File: src/rtl/instr_fetch_unit.sv
// instr_fetch_unit: PC, imem req/ack fetch and valid/ready instruction hold with branch redirect
module instr_fetch_unit #(
  parameter int ADDR_W = 32,
  parameter logic [ADDR_W-1:0] RESET_PC = '0
) (
  input  logic              clk,
  input  logic              rst,
  output logic              imem_req,
  output logic [ADDR_W-1:0] imem_addr,
  input  logic              imem_ack,
  input  logic [31:0]       imem_rdata,
  input  logic              redirect_valid,
  input  logic [ADDR_W-1:0] redirect_pc,
  output logic              instr_valid,
  input  logic              instr_ready,
  output logic [31:0]       instr,
  output logic [5:0]        opCode,
  output logic [8:0]        functCode,
  output logic [4:0]        rs,
  output logic [4:0]        rt,
  output logic [15:0]       imm,
  output logic [ADDR_W-1:0] instr_pc,
  output logic [ADDR_W-1:0] pc_plus4
);
  typedef enum logic [1:0] {RESET_ST, REQ, HOLD} state_e;
  state_e state_q, state_d;
  logic rel_q, rel_d, req_q, req_d, valid_q, valid_d;
  logic [ADDR_W-1:0] pc_q, pc_d, instr_pc_q, instr_pc_d, tgt;
  logic [31:0] instr_q, instr_d;
  logic unused_ok;
  assign tgt = {redirect_pc[ADDR_W-1:2], 2'b00};
  assign unused_ok = ^redirect_pc[1:0];
  // rel_q marks the first cycle after reset release so RESET_ST lasts one full cycle
  always_comb begin
    state_d = state_q;
    rel_d = 1'b1;
    req_d = req_q;
    valid_d = valid_q;
    pc_d = pc_q;
    instr_d = instr_q;
    instr_pc_d = instr_pc_q;
    case (state_q)
      RESET_ST: begin
        state_d = rel_q ? REQ : RESET_ST;
        req_d = rel_q;
      end
      REQ: begin
        pc_d = redirect_valid ? tgt : pc_q;
        if (!redirect_valid && imem_ack) begin
          state_d = HOLD;
          req_d = 1'b0;
          valid_d = 1'b1;
          instr_d = imem_rdata;
          instr_pc_d = pc_q;
        end
      end
      HOLD: begin
        if (redirect_valid || instr_ready) begin
          state_d = REQ;
          req_d = 1'b1;
          valid_d = 1'b0;
          pc_d = redirect_valid ? tgt : pc_q + ADDR_W'(4);
        end
      end
      default: begin
        state_d = RESET_ST;
        req_d = 1'b0;
        valid_d = 1'b0;
      end
    endcase
  end
  always_ff @(posedge clk or negedge rst) begin
    if (!rst) begin
      state_q <= RESET_ST;
      rel_q <= 1'b0;
      req_q <= 1'b0;
      valid_q <= 1'b0;
      pc_q <= RESET_PC;
      instr_q <= '0;
      instr_pc_q <= RESET_PC;
    end else begin
      state_q <= state_d;
      rel_q <= rel_d;
      req_q <= req_d;
      valid_q <= valid_d;
      pc_q <= pc_d;
      instr_q <= instr_d;
      instr_pc_q <= instr_pc_d;
    end
  end
  assign imem_req = req_q;
  assign imem_addr = pc_q;
  assign instr_valid = valid_q;
  assign instr = instr_q;
  assign opCode = instr_q[31:26];
  assign functCode = instr_q[8:0];
  assign rs = instr_q[25:21];
  assign rt = instr_q[20:16];
  assign imm = instr_q[15:0];
  assign instr_pc = instr_pc_q;
  assign pc_plus4 = instr_pc_q + ADDR_W'(4);
endmodule

File: config.mk
export PLATFORM = sky130hd
export DESIGN_NAME = instr_fetch_unit
export DESIGN_NICKNAME = d
export VERILOG_FILES = /design/src/rtl/instr_fetch_unit.sv
export SDC_FILE = /design/constraint.sdc
export NUM_CORES = 1
export LEC_CHECK = 0
export BUFFER_PORTS_ARGS = -buffer_cell sky130_fd_sc_hd__buf_2
export CAP_MARGIN = 20
export CORE_MARGIN = 8
export CORE_UTILIZATION = 30
export CTS_BUF_LIST = sky130_fd_sc_hd__clkbuf_16
export DETAILED_ROUTE_END_ITERATION = 7
export SKIP_CTS_REPAIR_TIMING = 1
export SYNTH_ARGS = -nofsm -noshare
export SYNTH_HDL_FRONTEND = slang
export SYNTH_SLANG_ARGS = --single-unit
export TNS_END_PERCENT = 100
File: constraint.sdc
create_clock -name clk -period 2.6 [get_ports clk]
set_clock_uncertainty 0.15 [all_clocks]
set_input_delay 0.13 -clock clk [delete_from_list [all_inputs] [get_ports clk]]
set_output_delay 0.13 -clock clk [all_outputs]
set_load 0.05 [all_outputs]
==> Word-level counts from Yosys, hierarchy flattened <==
Cells that the tools add are included.
{ "totals": {"regBits": 101, "output_inout_bits": 171, "input_bits": 69, "word_cells": 38, "romBits": 0, "latch_bits": 0, "memories": 0, "ram_bits": 0} }
{ "op_classes": {"order_cmp": 0, "shift": 0, "eq_ne": 5, "reduce_logical": 9, "n_bitwise": 1, "mul": 0, "n_mux": 14, "div": 0, "addsub": 2} }
{ "op_table": {"columns": ["cell", "count"], "rows": [
  ["$mux 32", 3],
  ["$add 32x3->32 const B", 2],
  ["$pmux 32 s2", 1],
  ["$ne 2x2->1 const B", 3],
  ["$pmux 1 s3", 2],
  ["$pmux 2 s3", 1],
  ["$reduce_and 3->1", 2],
  ["$mux 1", 5],
  ["$mux 2", 2],
  ["$reduce_and 2->1", 2],
  ["$eq 2x1->1 const B", 1],
  ["$eq 2x2->1 const B", 1],
  ["$logic_not 2->1", 1],
  ["$reduce_bool 2->1", 1],
  ["$logic_and 1x1->1", 1],
  ["$logic_not 1->1", 1],
  ["$logic_or 1x1->1", 1],
  ["$not 1->1", 1]
]} }

==> Depth between registers and ports, before layout <==
{ "depth": {"depth_word": 4, "depth_mapped": 8, "depth_no_buf": 6} }

==> Worst setup path after synthesis <==
OpenSTA, ideal clock, no wires.
{ "synth_path": {"path_type": "reg-to-output", "start": "reg instr_pc_q[3], in the netlist instr_pc[3]", "end": "out pc_plus4[26]", "path_buffers": 1, "setup_slack_ps": -444, "arrival_time_ps": 2764, "required_ps": 2320, "stages_incl_launch_ff": 8, "cell_sequence": "dfrtp_1 -> ha_1 -> nand4_1 -> or3_1 -> clkbuf_1 -> or3_1 -> nor2_1 -> xor2_1"} }
{ "synth_via": {"elab_chain_len": 1} }
{ "synth_rtl": {"columns": ["element", "line_no", "source"], "rows": [
  ["start, declared", "28", "logic [ADDR_W-1:0] pc_q, pc_d, instr_pc_q, instr_pc_d, tgt;"],
  ["start signal, assigned", "88", "instr_pc_q <= instr_pc_d;"],
  ["$add 32x3->32", "101", "assign pc_plus4 = instr_pc_q + ADDR_W'(4);"],
  ["end, declared", "23", "output logic [ADDR_W-1:0] pc_plus4"]
]} }
Every way passes these cells.

==> Worst setup path after layout <==
{ "layout_path": {"start": "reg instr_pc_q[2], in the netlist instr_pc[2]", "end": "out pc_plus4[31]"} }
The elaborated chain is that of the path after synthesis.

==> run summary <==
The number of nets still failing antenna checks after routing is 0. The number of vias per cell after detailed routing came out at roughly 4.9. The floorplan core area came out at between 15000 and 20000 sq um. The final critical path time including I/O delays and setup came out at around 2.7 ns.

Summed over all layers, the global routing overflow is 0. The tree is rooted in a clkbuf_16. The floorplan die area is roughly 23000 sq um. The standard-cell row count came out at 49. The share of the cycle needed by the critical path after routing came out at 104.7%. Entering global routing, the biggest net connects 41 pins. The number of violations reported at the end of detailed-routing iteration 0 is approximately 300. The final count of negative-setup-slack endpoints came out at 8. Signal routing reaches up to met4. The number of top-level design ports came out at 240. 0 antenna diodes ended up in the layout. The relative slew slack came out at around 60%. The clock edge transition at the registers on the reported setup and hold paths came out at roughly 0.07 ns. The wire length of the first global-routing pass came out at 27.57 mm.

The number of flops mapped to enable cells by yosys came out at 0. The chip width came out at 151.0 um. The initial antenna violation count is 0.

Synthesis produced 561 cells. The share of the synthesized area in the top cell type is between 40% and 50%. For this configuration, the core starts out at a cell density of 30.53%. The height of the die came out at about 150 um. Counting every sink on the clock net gives 97. The largest fanout of any net on the critical path came out at 5. The met3 wire length is around 1.6 mm. The total of fill cells in the finished design came out at 1763. From synthesis to final layout, the design area changed by 41.58%. Setup repair after global routing could not meet its margin everywhere. The last weighted congestion value of the routability-driven placer is slightly above 0.8. The share of flip-flops with an asynchronous set or reset after synthesis is between 90% and 100%. The netlist area before placement is 5465 sq um. The via count of the routed design is approximately 5100. The H-tree depth reported by CTS is 3. The detailed-router iteration count before antenna repair came out at 4. The synthesized area divided by synthesized cell count is between 9 and 10 sq um. For this run, the top clock speed supported by timing is about 370 MHz. The post-synthesis sequential element count came out at 97. The number of global-route vias before repair came out at 4808. The wire length on met2 is just under 9 mm. The final reports fail on hold timing, setup timing.

The final net count came out at 887. STA classifies the critical path endpoint as a primary output. The final worst slack is -0.1215 ns. The cell type contributing the most total cell area after synthesis is dfrtp_1. The DRC violations left is 0. The flow ran to the end, but the final reports show violations. The Yosys step of the flow raised 0 warnings.

The number of buffers added on ports came out at ~230. The worst hold-check path type is in2reg. The number of clock buffers inserted by TritonCTS came out at 9. The number of distinct library cells after synthesis is between 50 and 60. The sequential area share after synthesis is 44.41%. The actual transition at the worst max-transition pin is about 0.60 ns. The total negative slack for setup checks is -0.3405 ns. The post-route netlist has 45.31% of its cells at a drive strength greater than 1. In the synthesized netlist the dominant register cell turns out to be dfrtp_1.

The CTS tree is built. At the worst endpoint, the required time is about 2.3 ns. The wire length per cell came out at 17.63 um.

The worst setup path is launched from a flop. The critical path is of the reg2out type. The tightest hold margin is -0.04292 ns.

The detailed-routing wirelength on met1 is around 7.9 mm. The clock latency on the worst-skew pair came out at 0.35 ns. The max-slew violation count is 0.

After detailed routing, the total wire length is about 19 mm. The worst-case clock buffer depth is 2. Across the run, the number of max-cap violations was 0. The sum of net half-perimeters after detailed placement is 14.11 mm. Yosys attributes the largest share of cell area to dfrtp_1 44%, mux2_2 12%, buf_4 6.5%. The total routing resource utilization after global routing came out at about 16%.

The arrival time of data at the critical path endpoint is ~2.4 ns. The count of endpoints failing hold in the final timing report is 2.
==> layout by cell type (no fill, tap or decap), drive strengths merged, types with 9 or more instances in the layout <==
| cell type | n |
|---|---|
| a21oi | 24 |
| a31oi | 9 |
| and3 | 13 |
| buf | 266 |
| clkbuf | 9 |
| dfrtp | 97 |
| dlygate4sd3 | 47 |
| inv | 9 |
| mux2 | 57 |
| nand2 | 40 |
| nand3 | 23 |
| nand4 | 13 |
| nor2 | 56 |
| nor3 | 17 |
| o21ai | 21 |
| xnor2 | 12 |
| xor2 | 16 |
==> critical path, stage by stage (launching register included) <==
cell	delay (ns)
dfrtp_2	0.42
nand4_4	0.12
or4_4	0.54
or3_4	0.42
nor3_4	0.26
xor2_4	0.16
buf_6	0.17
==> through the flow <==
step                utilization (%)  cells  cell area [sq um]  worst slack, ns
detailed placement            38.43    986               6880          0.07719
floorplan                         -    566               5595         0.004028
global route                  43.22   1050               7737          -0.2238
finish                        43.22   1050               7737          -0.1215
CTS                           39.91   1002               7146          -0.3165
global placement              38.43    986               6880           0.1043
==> registers in the layout (all words and copies together), names as in the netlist <==
signal       count
instr           32
instr_pc        30
imem_req         1
state_q          2
imem_addr       30
rel_q            1
instr_valid      1
==> cells in the mapped netlist (all sizes together), types with 5 or more instances <==
cell    instances
a31oi           9
clkbuf         18
a311oi          5
nand2          40
and4            8
dfrtp          97
a21oi          24
nor2           56
and2            6
inv             8
o22a            8
nand3          23
and3           13
mux2           57
or3             5
nand4          13
nor3           17
xor2           16
o21ai          21
a211oi          5
xnor2          12
buf            56
==> path summary, 6_finish.rpt <==
kind                       cells after the start  slack (ns)                     start                         to
max                                            6       -0.12   instr_pc[2]$_DFFE_PN0P_               pc_plus4[31]
min                                            3       -0.04            redirect_pc[4]   imem_addr[4]$_DFFE_PN0P_
max reg2reg                                    6        0.29  imem_addr[2]$_DFFE_PN0P_  imem_addr[24]$_DFFE_PN0P_
min reg2reg                                    1        0.37     instr[26]$_DFFE_PN0P_      instr[26]$_DFFE_PN0P_
max in group asynchronous                      3        1.42                       rst      instr[19]$_DFFE_PN0P_
min in group asynchronous                      2        0.17                       rst            rel_q$_DFF_PN0_
==> final cells by class <==
class                   instances  area (sq um)  area share, %
flip-flops and latches         97          2437          31.50
well taps                     229         286.5          3.703
inverters                       8         30.03         0.3881
clock buffers                   9         225.2          2.911
repair buffers                313          1978          25.57
clock inverters                 7         40.04         0.5175
multi-input cells             387          2740          35.41
==> layer usage <==
metal | up-vias | global-route usage, %
met5 | - | 0
met4 | 0 | 2.870
met3 | 11 | 4.840
met2 | 160 | 25.22
met1 | 2469 | 19.99
li1 | 2454 | -
==> cell families after synthesis <==
kind of cell / count (synthesis) / synth area share [%]
adders and majority gates: 2 / 0.4578
DFF: 97 / 44.41
other: 2 / 0.1374
AOI/OAI and AO/OA: 93 / 10.99
buffers and inverters: 82 / 9.066
and+or+nand+nor: 198 / 18.34
xor gates and xnor gates: 28 / 4.487
muxes: 59 / 12.11
Power is not shown: default switching activity piles up to over one toggle a cycle in this logic, so the estimate is an artifact.
